--- src/rtl/split_reg_if.sv ---
// Bus bundle for split_reg: the master request/response and the packed per-slave
// request/response slots.
interface split_reg_if #(
  parameter int unsigned N_SLAVES = 2,
  parameter int unsigned ADDR_W   = 32,
  parameter int unsigned DATA_W   = 32
);
  localparam int unsigned NsW   = $clog2(N_SLAVES);
  localparam int unsigned ReqW  = 1 + ADDR_W + DATA_W + DATA_W / 8;
  localparam int unsigned SlotW = 1 + ADDR_W - NsW + DATA_W + DATA_W / 8;
  localparam int unsigned RespW = DATA_W + 1;

  logic [ReqW-1:0]           m_req;   // {valid, addr, wdata, wstrb}
  logic [DATA_W:0]           m_resp;  // {rdata, ready}
  logic                      m_err;
  logic [N_SLAVES*SlotW-1:0] s_req;
  logic [N_SLAVES*RespW-1:0] s_resp;

  // Environment side: drives the master request and the slave responses.
  modport master (
    output m_req,
    input  m_resp,
    input  m_err,
    input  s_req,
    output s_resp
  );

  // Splitter side.
  modport slave (
    input  m_req,
    output m_resp,
    output m_err,
    output s_req,
    input  s_resp
  );
endinterface

--- src/rtl/split_reg.sv ---
// Registered one-master to N-slave address splitter. Routing is held for the whole
// transaction; unmapped and timed-out accesses complete with an error response.
module split_reg #(
  parameter int unsigned       N_SLAVES  = 2,
  parameter int unsigned       ADDR_W    = 32,
  parameter int unsigned       DATA_W    = 32,
  parameter int unsigned       P_SLAVES  = ADDR_W - 1,
  parameter int unsigned       TIMEOUT_W = 8,
  parameter logic [DATA_W-1:0] ERR_DATA  = DATA_W'(32'hDEADBEEF)
) (
  input  logic        clk,
  input  logic        rst,
  split_reg_if.slave  bus,
  output logic        busy
);
  localparam int unsigned NsW   = $clog2(N_SLAVES);
  localparam int unsigned SaW   = ADDR_W - NsW;
  localparam int unsigned StrbW = DATA_W / 8;
  localparam int unsigned SlotW = 1 + SaW + DATA_W + StrbW;
  localparam int unsigned RespW = DATA_W + 1;
  localparam int          SelLo = int'(P_SLAVES) - int'(NsW) + 1;
  // Last count value before expiry: 2^TIMEOUT_W-2, so the slave sees 2^TIMEOUT_W-1 cycles.
  localparam logic [TIMEOUT_W-1:0] CntLast = ~TIMEOUT_W'(1);

  typedef enum logic [1:0] {StIdle, StBusy, StResp} state_e;

  state_e               state_q, state_d;
  logic [NsW-1:0]       sel_q, sel_d;
  logic [SaW-1:0]       saddr_q, saddr_d;
  logic [DATA_W-1:0]    wdata_q, wdata_d;
  logic [StrbW-1:0]     wstrb_q, wstrb_d;
  logic [TIMEOUT_W-1:0] cnt_q, cnt_d;
  logic [DATA_W-1:0]    rdata_q, rdata_d;
  logic                 err_q, err_d;

  logic                 req_valid;
  logic [ADDR_W-1:0]    req_addr;
  logic [DATA_W-1:0]    req_wdata;
  logic [StrbW-1:0]     req_wstrb;
  logic [NsW-1:0]       req_sel;
  logic [SaW-1:0]       req_saddr;
  logic                 sel_ready;
  logic [DATA_W-1:0]    sel_rdata;

  assign {req_valid, req_addr, req_wdata, req_wstrb} = bus.m_req;
  assign req_sel = req_addr[P_SLAVES -: NsW];

  // Squeeze the select field out of the address; bits above it shift down.
  always_comb begin
    req_saddr = '0;
    for (int i = 0; i < int'(SaW); i++) begin
      req_saddr[i] = (i < SelLo) ? req_addr[i] : req_addr[i+int'(NsW)];
    end
  end

  always_comb begin
    sel_ready = 1'b0;
    sel_rdata = '0;
    for (int i = 0; i < int'(N_SLAVES); i++) begin
      if (sel_q == NsW'(i)) {sel_rdata, sel_ready} = bus.s_resp[i*RespW +: RespW];
    end
  end

  always_comb begin
    state_d = state_q;
    sel_d   = sel_q;
    saddr_d = saddr_q;
    wdata_d = wdata_q;
    wstrb_d = wstrb_q;
    cnt_d   = cnt_q;
    rdata_d = rdata_q;
    err_d   = err_q;
    unique case (state_q)
      StIdle: begin
        if (req_valid) begin
          if (32'(req_sel) < N_SLAVES) begin
            sel_d   = req_sel;
            saddr_d = req_saddr;
            wdata_d = req_wdata;
            wstrb_d = req_wstrb;
            cnt_d   = '0;
            state_d = StBusy;
          end else begin
            rdata_d = ERR_DATA;
            err_d   = 1'b1;
            state_d = StResp;
          end
        end
      end
      StBusy: begin
        // Ready takes priority over a timeout expiring in the same cycle.
        if (sel_ready) begin
          rdata_d = sel_rdata;
          err_d   = 1'b0;
          state_d = StResp;
        end else if (cnt_q == CntLast) begin
          rdata_d = ERR_DATA;
          err_d   = 1'b1;
          state_d = StResp;
        end else begin
          cnt_d = cnt_q + TIMEOUT_W'(1);
        end
      end
      StResp:  state_d = StIdle;
      default: state_d = StIdle;
    endcase
  end

  always_ff @(posedge clk) begin
    if (!rst) begin
      state_q <= StIdle;
      sel_q   <= '0;
      saddr_q <= '0;
      wdata_q <= '0;
      wstrb_q <= '0;
      cnt_q   <= '0;
      rdata_q <= '0;
      err_q   <= 1'b0;
    end else begin
      state_q <= state_d;
      sel_q   <= sel_d;
      saddr_q <= saddr_d;
      wdata_q <= wdata_d;
      wstrb_q <= wstrb_d;
      cnt_q   <= cnt_d;
      rdata_q <= rdata_d;
      err_q   <= err_d;
    end
  end

  always_comb begin
    bus.s_req = '0;
    for (int i = 0; i < int'(N_SLAVES); i++) begin
      if (state_q == StBusy && sel_q == NsW'(i)) begin
        bus.s_req[i*SlotW +: SlotW] = {1'b1, saddr_q, wdata_q, wstrb_q};
      end
    end
  end

  assign bus.m_resp = (state_q == StResp) ? {rdata_q, 1'b1} : '0;
  assign bus.m_err  = (state_q == StResp) && err_q;
  assign busy       = (state_q != StIdle);
endmodule
--- src/flat_wrapper.sv ---
// flat-port wrapper written by rule: the top's interface ports become plain ports
module split_reg_flat 
#(
  parameter int unsigned       N_SLAVES  = 2,
  parameter int unsigned       ADDR_W    = 32,
  parameter int unsigned       DATA_W    = 32,
  parameter int unsigned       P_SLAVES  = ADDR_W - 1,
  parameter int unsigned       TIMEOUT_W = 8,
  parameter logic [DATA_W-1:0] ERR_DATA  = DATA_W'(32'hDEADBEEF)
)
  (clk, rst, busy, bus_m_req, bus_m_resp, bus_m_err, bus_s_req, bus_s_resp);
  split_reg_if #(.N_SLAVES(N_SLAVES), .ADDR_W(ADDR_W), .DATA_W(DATA_W)) bus_i ();
  input  logic clk;
  input  logic rst;
  output logic busy;
  input wire logic [$bits(bus_i.m_req)-1:0] bus_m_req;
  output wire logic [$bits(bus_i.m_resp)-1:0] bus_m_resp;
  output wire logic [$bits(bus_i.m_err)-1:0] bus_m_err;
  output wire logic [$bits(bus_i.s_req)-1:0] bus_s_req;
  input wire logic [$bits(bus_i.s_resp)-1:0] bus_s_resp;
  assign bus_i.m_req = bus_m_req;
  assign bus_m_resp = bus_i.m_resp;
  assign bus_m_err = bus_i.m_err;
  assign bus_s_req = bus_i.s_req;
  assign bus_i.s_resp = bus_s_resp;
  split_reg #(.N_SLAVES(N_SLAVES), .ADDR_W(ADDR_W), .DATA_W(DATA_W), .P_SLAVES(P_SLAVES), .TIMEOUT_W(TIMEOUT_W), .ERR_DATA(ERR_DATA)) u_core (.clk(clk), .rst(rst), .bus(bus_i), .busy(busy));
endmodule
--- config.mk ---
export PLATFORM = sky130hd
export DESIGN_NAME = split_reg_flat
export DESIGN_NICKNAME = d
export VERILOG_FILES = /design/src/rtl/split_reg_if.sv /design/src/rtl/split_reg.sv /design/src/flat_wrapper.sv
export SDC_FILE = /design/constraint.sdc
export NUM_CORES = 1
export LEC_CHECK = 0
export BUFFER_PORTS_ARGS = -buffer_cell sky130_fd_sc_hd__buf_2
export CAP_MARGIN = 10
export CORE_AREA = 2 2 120 122
export DETAILED_ROUTE_END_ITERATION = 6
export DIE_AREA = 0 0 122 124
export GPL_TIMING_DRIVEN = 0
export HOLD_SLACK_MARGIN = 0.1
export PLACE_DENSITY = 0.73
export SLEW_MARGIN = 10
export SYNTH_ARGS = -nofsm -noshare
export SYNTH_HDL_FRONTEND = slang
export SYNTH_SLANG_ARGS = --single-unit
--- constraint.sdc ---
create_clock -name clk -period 3.2 [get_ports clk]
set_input_delay 0.32 -clock clk [delete_from_list [all_inputs] [get_ports clk]]
set_output_delay 0.32 -clock clk [all_outputs]
set_load 0.01 [all_outputs]
Yosys cells after proc, flatten, opt, wreduce, memory -nomap -nowiden
Cells that the tools add are included.

Flip-flop bits (word level): 111. Output and inout bits: 171. Logic and storage cells: 45.

$add $sub $neg: 1. Equal/unequal tests: 7. Multiplexer cells: 17. Bitwise operators: 1. Reduce and logical (&&, ||, !) cells: 11.

Operators with widths (count): $mux 68 (2); $mux 32 (3); $mux 33 (1); $mux 8 (3); $pmux 8 s2 (1); $add 8x1->8 const B (1); $eq 8x8->1 const B (1); $mux 2 (3); $ne 2x2->1 const B (3); $reduce_and 2->1 (3); $reduce_bool 2->1 (3); $pmux 2 s2 (1); $reduce_and 4->1 (1); $logic_and 1x1->1 (3); $mux 1 (3); $ne 3x1->1 const B (1); $eq 2x1->1 const B (1); $eq 2x2->1 const B (1); $logic_not 2->1 (1); $not 1->1 (1).

Logic depth before layout (Yosys ltp)
Gate-level depths: netlist (run 1).

Word-level depth: 4. Depth in mapped cells: 7.

Worst setup path before layout (run 1)
Ideal clock, no wire load.

Path kind: flip-flop to output port. From: register u_core.state_q[1]. To: output port bus_s_req[32]. Arrival: 1.286 ns. Required time: 2.880 ns. Path slack: 1.594 ns. Cell stages (with the launch flop): 6. Path buffers: 2. Path through: dfxtp_1 -> nand2b_1 -> nor2_1 -> clkbuf_1 -> clkbuf_1 -> and2_1.

Word-level cells in the longest chain between the ends: 3.

RTL lines: start, declared (RTL line split_reg.sv:27) `state_e state_q, state_d;`; start signal, assigned (RTL line split_reg.sv:111) `state_q <= StIdle;`; start signal, assigned (RTL line split_reg.sv:120) `state_q <= state_d;`; $eq 2x1->1 (RTL line split_reg.sv:134) `if (state_q == StBusy && sel_q == NsW'(i)) begin`; $logic_and 1x1->1 (RTL line split_reg.sv:134); $mux 68 (RTL line split_reg.sv:134); end, declared (RTL line flat_wrapper.sv:19) `output wire logic [$bits(bus_i.s_req)-1:0] bus_s_req;`.

Every way passes these cells.

Worst setup path in the final report (run 1)
From: register u_core.state_q[1]. To: output port bus_s_req[51].

Same word-level chain as after synthesis.

==> results.ini, run 1 <==
[clock_tree]
cts_resized = 0
root_buffer = clkbuf_16
cts_hold_buf = 0
clk_pin_slew_worst_paths_ps = 70
cts.path.max_buffers = 2
cts_max_level = 3
clock_latency_ps = 350
cts_setup_buffers = 0
cts_tree = built
numCtsBuffers = 9
clock-sinks = 111

[sta]
slew_violations = 0
setup_viol = 0
worst_slew_pin_slew_ps = 737
max-slew-margin-rel = 0.507
rsz0062_at_grt = no
fmax_mhz = 362
setup_tns_ps = 0
period_share = 0.863
fin_skew_ps = 5.60
finalHoldViolCount = 0
min_period_ps = 2760

[grt]
grt_usage = 0.236
grt_overflow_total = 0
antenna_found_initial = 1
grt_pass1_vias = 5311
grt_pass1_wl_um = 27600
grt_max_degree = 19

[setup_path]
crit_slowest_cell = nor2_1
cp_max_fo = 10
startpoint = u_core.state_q[1]
critPathArrivalTime_ps = 2440
worst_setup_path_start_kind = flip-flop
crit_buf_inv = 3
endpoint_kind = output pin
critical_path.max_stage_delay_ps = 580
critPathKind = reg2out
cp.required_ps = 2880
crit_family = simple AND/OR/NAND/NOR gates
crit_top_cell = clkbuf_1
crit_path_cell_trace = nand2b_1 > nor2_1 > clkbuf_1 > clkbuf_1 > and2_1 > buf_2
r2r-start = u_core.cnt_q[0]

[layout]
drive_above_1_share = 0.336
layout.nets = 1159
area_growth_pct = 38.0
fin_area_um2 = 7560

[yosys]
synth_top_flop_cell = dfxtp_1
yosysTopAreaCell = dfxtp_1
synth_cell_types = 34
synth_seq_cells = 111
synth_edf_count = 0
syn_inst = 703
yosysWarnings = 0
syn-num-nets = 842
yosysSeqAreaShare = 0.406
ys_async_sr_fraction = 0
ys_top_cells_by_area = dfxtp_1 41%, and2_1 12%, nand2_1 10%
synth_top_cell_area_share = 0.406
syn_area_per_cell_um2 = 7.79
syn-cell-area_um2 = 5480

[floorplan]
die_height_um = 124
die_w_um = 122
core-area_um2 = 13700
placementRows = 43
io_pins = 308
die_area_um2 = 15100
start_util = 0.399

[route]
dr.pass1.iters = 7
vias = 5987
drc_errors = 0
drt-vias-per-instance = 4.96
antenna_left = 0
drt_wl_total_um = 18700
drt_iter0_drc = 441
wl_per_cell_um = 15.5

[power_and_ir_drop]
p_sw_uw = 892
pwr_density_cell_nw_per_um2 = 430
p_clk_frac = 0.373
p_total_mw = 3.25
combPwrFrac = 0.159
leakage_nw = 3.91
peakVddDrop_mv = 0.215
swShare = 0.275
seqPwrFrac = 0.468
intPower_mw = 2.36

[place]
gp_congestion = 0.833
hpwlAfterDp_um = 14300
port_buffers = 306
placed_cell_area_um2 = 7230

[status]
status = complete, no violations

[worst_hold_path]
hold_path.class = in2reg
hold_start = bus_m_req[40]

[run]
drv_cap = 0

-- tightest hold or removal path, cell delays in order --
cell and delay (ps):
buf_2 100, nand2_1 40, a21oi_1 50
-- cells by family after synthesis --
| kind of cell | Yosys count | share of synthesized area |
|---|---|---|
| AOI/OAI and AO/OA | 142 | 0.150 |
| and+or+nand+nor | 344 | 0.324 |
| DFF | 111 | 0.406 |
| adders and majority gates | 2 | 0.00457 |
| buffers and inverters | 71 | 0.0532 |
| muxes | 33 | 0.0626 |
-- metrics by stage --
step	cells	setup slack [ps]	hold WS (ps)	utilization
finish	1206	438	201	0.551
global route	1205	171	194	0.551
CTS	1205	344	188	0.551
detailed placement	1189	732	457	0.527
global placement	1189	750	448	0.527
floorplan	703	1590	440	-
-- power groups by stage --
stage	Clock, mW	Combinational [mW]	Sequential (mW)
floorplan	0	0.307	1.53
global placement	0	0.512	1.55
detailed placement	0	0.519	1.55
CTS	1.24	0.521	1.52
global route	1.29	0.577	1.53
finish	1.21	0.518	1.52
-- registers in the layout (all words and copies together), names as in the netlist --
name            flops
u_core.cnt_q        8
u_core.err_q        1
u_core.rdata_q     32
u_core.saddr_q     31
u_core.sel_q        1
u_core.state_q      2
u_core.wdata_q     32
u_core.wstrb_q      4
-- final timing paths --
| check | to | depth (start not counted) | slack, ps |
|---|---|---|---|
| hold / removal | u_core.saddr_q[4] | 3 | 200 |
| hold reg to reg | u_core.saddr_q[5] | 2 | 470 |
| setup reg to reg | u_core.rdata_q[28] | 7 | 1350 |
| setup / recovery | bus_s_req[51] | 6 | 440 |
-- cell usage after synthesis, types with 4 or more instances --
| cell type | instances |
|---|---|
| nand2_1 | 148 |
| dfxtp_1 | 111 |
| and2_1 | 103 |
| a21oi_1 | 97 |
| and3_1 | 69 |
| clkbuf_1 | 47 |
| mux2i_1 | 32 |
| a211oi_1 | 24 |
| buf_2 | 14 |
| o22ai_1 | 8 |
| nand3_1 | 6 |
| inv_1 | 4 |
-- layer usage --
| metal | global-route usage | part of all wire | up-vias |
|---|---|---|---|
| li1 | - | - | 3018 |
| met1 | 0.300 | 0.43 | 2717 |
| met2 | 0.397 | 0.48 | 229 |
| met3 | 0.0449 | 0.067 | 23 |
| met4 | 0.0891 | 0.019 | 0 |
| met5 | 0 | 0 | - |
-- placed cells by master (no fill, tap or decap), drive strengths merged, types with 3 or more instances in the layout --
master,netlist,final
o211ai,4,4
o21ai,3,3
nand2,148,148
o22ai,8,8
a211oi,24,24
dfxtp,111,111
clkinv,0,4
nand4,3,3
a21oi,97,97
a31oi,3,3
buf,19,325
nand3,7,7
or4,3,3
and3,69,69
or3,3,3
inv,5,6
clkbuf,47,56
nor2,4,4
and2,103,103
mux2i,33,33
-- area by class of cell --
class	instances	area, um2
repair buffers	306	1530
flip-flops and latches	111	2220
plain buffers	66	273
clock buffers	9	225
clock inverters	7	96.3
inverters	5	18.8
fillers	1379	6160
diodes	1	2.50
well taps	180	225
multi-input cells	521	2960
No activity file was read; power rests on OpenSTA's default activity.
==> inputs of run 2 (changes only) <==
- CORE_AREA: 2 2 120 122 -> default
- CORE_ASPECT_RATIO: default -> 0.6
- CORE_MARGIN: default -> 2
- CORE_UTILIZATION: default -> 48
- DIE_AREA: 0 0 122 124 -> default
- PLACE_DENSITY: 0.73 -> 0.86
==> run 2 against run 1 <==
  * Design area shrank 1.0%
  * Critical path depth is the same
  * Maximum frequency grew 3.4%
  * Non-clock buffer count is the same
  * Die area shrank 19%
  * Routed wire length shrank 2.6%
  * Clock power shrank 9.9%
  * Via count grew 3.2%
  * Clock skew grew 5.0 ps
  * Utilization grew 12 points
  * Critical endpoint is now bus_s_req[119]
  * Largest power group unchanged
==> results.ini, run 2 (same netlist as run 1, synthesis figures left out) <==
[status]
status = complete, no violations

[grt]
grt_pass1_wl_um = 28000  ; +1.2%
grt_pass1_vias = 5541  ; +4.3%
grt_max_degree = 19  ; unchanged
grt_usage = 0.288  ; +0.0519
grt_overflow_total = 0  ; unchanged
antenna_found_initial = 0  ; -1

[setup_path]
critPathKind = reg2out
endpoint_kind = output pin
worst_setup_path_start_kind = flip-flop
r2r_cells = 7  ; unchanged
cp.required_ps = 2880  ; about the same
cp_max_fo = 10  ; unchanged
r2r-start = u_core.cnt_q[0]
critPathArrivalTime_ps = 2350  ; -90 ps
startpoint = u_core.state_q[0]

[place]
gp_congestion = 0.857  ; +2.9%
pre_cts_ws_ps = 931  ; +199 ps
hpwlAfterDp_um = 14000  ; -2.2%
port_buffers = 306  ; unchanged

[sta]
fmax_mhz = 374  ; +3.4%
fin_skew_ps = 10.6  ; +5.03 ps
period_share = 0.835  ; -0.0282
finalHoldWorstSlack_ps = 211  ; +10.7 ps
setup_tns_ps = 0  ; unchanged
max-slew-margin-rel = 0.595  ; +0.0881
finalHoldViolCount = 0  ; unchanged
finalWorstSetupSlack_ps = 528  ; +90.2 ps
setup_viol = 0  ; unchanged
rsz0062_at_grt = no
min_period_ps = 2670  ; -90.2 ps
worst_slew_pin_slew_ps = 608  ; -129 ps
slew_violations = 0  ; unchanged

[power_and_ir_drop]
combPwrFrac = 0.167  ; +0.008
p_sw_uw = 888  ; -0.54%
swShare = 0.283  ; +0.00827
p_clk_frac = 0.349  ; -0.024
leakage_nw = 3.89  ; -0.40%
pwr_density_cell_nw_per_um2 = 420  ; -2.4%
seqPwrFrac = 0.484  ; +0.016
peakVddDrop_mv = 0.273  ; +27%
intPower_mw = 2.25  ; -4.5%

[floorplan]
start_util = 0.488  ; +0.0888
die_w_um = 142  ; +16%
die_height_um = 86.7  ; -30%
io_pins = 308  ; unchanged
placementRows = 30  ; -30%
core-area_um2 = 11200  ; -18%
die_area_um2 = 12300  ; -19%

[clock_tree]
cts_resized = 0  ; unchanged
clock_latency_ps = 340  ; about the same
root_buffer = clkbuf_16
numCtsBuffers = 9  ; unchanged
cts_tree = built
cts.path.max_buffers = 2  ; unchanged
cts_setup_buffers = 0  ; unchanged
cts_hold_buf = 0  ; unchanged
clock-sinks = 111  ; unchanged
cts_max_level = 3  ; unchanged
clk_pin_slew_worst_paths_ps = 80  ; about the same

[route]
vias = 6179  ; +3.2%
drt_wl_total_um = 18200  ; -2.6%
dr.pass1.iters = 5  ; -2
antenna_left = 0  ; unchanged
drt_iter0_drc = 384  ; -13%
drt-vias-per-instance = 5.29  ; +6.5%
wl_per_cell_um = 15.6  ; +0.52%
drc_errors = 0  ; unchanged

[run]
drv_cap = 0  ; unchanged

[worst_hold_path]
whs_path_depth = 3  ; unchanged
hold_start = bus_m_req[25]
hold_path.class = in2reg

[layout]
mostFrequentLayoutCells = 320 x buf_2, 148 x nand2_1, 111 x dfxtp_1, 103 x and2_1, 97 x a21oi_1
num_antenna_cells = 0  ; -1
reg.largest.list = u_core.rdata_q (32), u_core.wdata_q (32), u_core.saddr_q (31)
final_common_cell = buf_2
drive_above_1_share = 0.335  ; -0.000976
area_growth_pct = 36.6
fillCellCount = 1011  ; -27%
layout.nets = 1159  ; unchanged

run 2: changes by cell type in the layout (fill, tap and decap cells not counted):
cell | before | now
bufinv_16 | 2 | 0
clkbuf_8 | 0 | 2
diode_2 | 1 | 0
inv_6 | 1 | 3
clkinv_4 | 2 | 1
clkbuf_1 | 47 | 48
clkinv_2 | 2 | 0
run 2: per-layer routing:
metal / vias to the layer above / wire, um / track usage
li1: 3016 / - / -
met1: 2862 / 8120 / 0.384
met2: 282 / 8320 / 0.476
met3: 19 / 1550 / 0.0724
met4: 0 / 245 / 0.0618
met5: - / 0 / 0
run 2: final cells by class:
cell class / instances / area (um2) / area share
timing repair buffer: 306 / 1530 / 0.205
sequential: 111 / 2220 / 0.297
clock buffer: 12 / 256 / 0.0343
clock inverter: 4 / 35.0 / 0.00468
buffer: 66 / 273 / 0.0365
multi-input combinational: 521 / 2960 / 0.396
tap: 144 / 180 / 0.0241
inverter: 5 / 18.8 / 0.00251
run 2: stage by stage:
stage / power [mW] / util / cells / area (um2)
detailed placement: 2.07 / 0.640 / 1153 / 7190
global placement: 2.06 / 0.640 / 1153 / 7190
CTS: 3.15 / 0.666 / 1169 / 7480
finish: 3.14 / 0.666 / 1169 / 7480
global route: 3.28 / 0.666 / 1169 / 7480
floorplan: 1.84 / - / 703 / 5480
run 2: final timing paths:
kind / to / slack [ps]
max reg2reg: u_core.rdata_q[27] / 1280
min reg2reg: u_core.saddr_q[26] / 460
max: bus_s_req[119] / 530
min: u_core.wdata_q[21] / 210
run 2: worst max-delay path, cell delays in order (launching register included):
cell and delay, ps:
dfxtp_1 360, nor2b_1 130, buf_2 280, buf_2 310, clkbuf_1 500, and3_1 290, buf_2 150
run 2: power groups by stage:
stage / sequential, mW / combinational [mW] / clock, mW
final: 1.52 / 0.525 / 1.09
after global routing: 1.53 / 0.582 / 1.17
after CTS: 1.52 / 0.522 / 1.11
after detailed placement: 1.55 / 0.521 / 0
after global placement: 1.55 / 0.511 / 0
after floorplan: 1.53 / 0.307 / 0
==> inputs of run 3 (changes only) <==
- CORE_UTILIZATION: 48 -> 40
- PLACE_DENSITY: 0.86 -> 0.76
- clock period: 3.2 -> 2.3 ns (I/O delays scaled with it)
==> run 3 against run 2 <==
  * Sequential cell count stayed put
  * Global-route usage fell by 3.0 points
  * First-iteration DRC count down 14%
  * Largest power group unchanged
  * Critical path type unchanged
  * Critical endpoint is now bus_s_req[128]
  * Register-to-register slack got worse by 900 ps
  * Worst hold slack lost 96 ps
  * Largest cell class unchanged
==> results.ini, run 3 (same netlist as run 1, synthesis figures left out) <==
[layout]
layout.nets = 1159  ; unchanged
reg.largest.list = u_core.rdata_q (32), u_core.wdata_q (32), u_core.saddr_q (31)
fin_area_um2 = 7580  ; +1.4%
mostFrequentLayoutCells = 318 x buf_2, 148 x nand2_1, 111 x dfxtp_1, 103 x and2_1, 97 x a21oi_1
finalNonFillerCells = 1200  ; +2.7%
drive_above_1_share = 0.345  ; +0.0107
area_growth_pct = 38.4
fillCellCount = 1325  ; +31%
final_common_cell = buf_2
num_antenna_cells = 0  ; unchanged

[route]
drt-vias-per-instance = 5.10  ; -3.6%
drt_wl_total_um = 19300  ; +6.0%
wl_per_cell_um = 16.1  ; +3.3%
drc_errors = 0  ; unchanged
antenna_left = 0  ; unchanged
dr.pass1.iters = 4  ; -1
vias = 6116  ; -1.0%
drt_iter0_drc = 330  ; -14%

[grt]
antenna_found_initial = 2  ; +2
grt_overflow_total = 0  ; unchanged
grt_pass1_wl_um = 29400  ; +5.3%
grt_pass1_vias = 5446  ; -1.7%
grt_max_degree = 20  ; +1
grt_usage = 0.257  ; -0.0303

[sta]
setup_viol = 0  ; unchanged
fin_skew_ps = 6.43  ; -4.20 ps
worst_slew_pin_slew_ps = 605  ; -2.69 ps
period_share = 0.944
finalHoldViolCount = 0  ; unchanged
max-slew-margin-rel = 0.596  ; +0.00180
slew_violations = 0  ; unchanged
fmax_mhz = 461
min_period_ps = 2170
setup_tns_ps = 0  ; unchanged

[setup_path]
path_depth = 6  ; unchanged
worst_setup_path_start_kind = flip-flop
r2r-start = u_core.cnt_q[0]
cp.required_ps = 2070  ; -810 ps
r2r_slack_ps = 380  ; -900 ps
crit_family = buffers and inverters
endpoint_kind = output pin
critPathKind = reg2out
crit_path_cell_trace = nor2b_1 > clkbuf_4 > buf_4 > buf_2 > and3_1 > buf_2
crit_slowest_cell = dfxtp_1
r2r_cells = 7  ; unchanged
cp_max_fo = 10  ; unchanged
reg2reg_to = u_core.rdata_q[27]
crit_buf_inv = 4  ; unchanged
crit_top_cell = buf_2
critPathArrivalTime_ps = 1940  ; -410 ps
crit_end = bus_s_req[128]
startpoint = u_core.state_q[0]
critical_path.max_stage_delay_ps = 370  ; -130 ps

[clock_tree]
clk_pin_slew_worst_paths_ps = 80  ; about the same
cts_max_level = 3  ; unchanged
clock-sinks = 111  ; unchanged
numCtsBuffers = 9  ; unchanged
cts.path.max_buffers = 2  ; unchanged
clock_latency_ps = 340  ; about the same
cts_hold_buf = 0  ; unchanged
cts_tree = built
root_buffer = clkbuf_16

[power_and_ir_drop]
pwr_density_cell_nw_per_um2 = 604  ; +44%
p_total_mw = 4.58  ; +46%
leakage_nw = 3.94  ; +1.2%
peakVddDrop_mv = 0.468  ; +71%

[floorplan]
placementRows = 33  ; +10%
die_w_um = 155  ; +9.3%
core-area_um2 = 13500  ; +20%
die_area_um2 = 14700  ; +19%
io_pins = 308  ; unchanged
die_height_um = 94.6  ; +9.1%
start_util = 0.406  ; -0.0823

[place]
port_buffers = 306  ; unchanged
gp_congestion = 0.827  ; -3.6%
placed_cell_area_um2 = 7230  ; +0.54%
placedCellCount = 1184  ; +2.7%
hpwlAfterDp_um = 15100  ; +7.5%

[run]
drv_cap = 0  ; unchanged

[status]
status = complete, no violations

[worst_hold_path]
hold_path.class = in2reg

[run 3: cell types whose count changed in the layout (fill, tap and decap cells not counted), sizes merged]
cell,before,now
buf,325,324
clkinv,1,2
clkbuf,59,57
bufinv,0,2
[run 3: routing by layer]
layer  track usage  up-vias  wire length (um)
met5             0        -                27
met4        0.0370        4               131
met3        0.0684       15              1550
met2         0.414      231              8630
met1         0.355     2864              9000
li1              -     3002                 -
[run 3: layout make-up]
class | count | area [um2] | share of cell area
flip-flops and latches | 111 | 2220 | 0.293
repair buffers | 306 | 1530 | 0.202
well taps | 175 | 219 | 0.0289
plain buffers | 66 | 292 | 0.0385
inverters | 5 | 18.8 | 0.00248
clock buffers | 9 | 225 | 0.0297
multi-input cells | 521 | 2970 | 0.392
clock inverters | 7 | 103 | 0.0135
[run 3: repair_timing]
action,CTS,global route
hold endpoints to repair,0,0
pin swaps,0,0
gates resized for setup,7,12
endpoints found under the setup margin,46,61
setup buffers,0,0
[run 3: per-stage QoR]
step | setup WS [ps] | utilization | hold slack [ps]
after floorplan | 745 | - | 366
after global placement | 8.20 | 0.535 | 449
after detailed placement | 26.0 | 0.535 | 453
after CTS | 12.4 | 0.560 | 103
after global routing | -2.65 | 0.561 | 109
final | 130 | 0.561 | 115
[run 3: power breakdown]
part,total (mW),leakage [nW],internal [mW],switching (mW)
Sequential,2.11,0.909,2.04,0.0761
Combinational,0.745,2.87,0.288,0.457
Clock,1.72,0.162,0.972,0.751
Total,4.58,3.94,3.30,1.28
[run 3: worst min-delay path by stage]
stage	slack [ps]	start	endpoint	cells past startpoint
after global placement	450	u_core.rdata_q[24]	u_core.rdata_q[24]	2
final	120	bus_m_req[48]	u_core.saddr_q[12]	3
after detailed placement	450	u_core.wdata_q[15]	u_core.wdata_q[15]	2
after global routing	110	bus_m_req[49]	u_core.saddr_q[13]	3
after floorplan	370	bus_m_req[36]	u_core.saddr_q[0]	2
after CTS	100	bus_m_req[12]	u_core.wdata_q[8]	3
[run 3: worst register-to-register path, cell delays in order, from the launching register on]
cell and delay, ps:
dfxtp_1 370, inv_1 80, ha_1 140, nand4_1 180
o21ai_2 450, buf_4 280, a21oi_1 90, a211oi_1 250
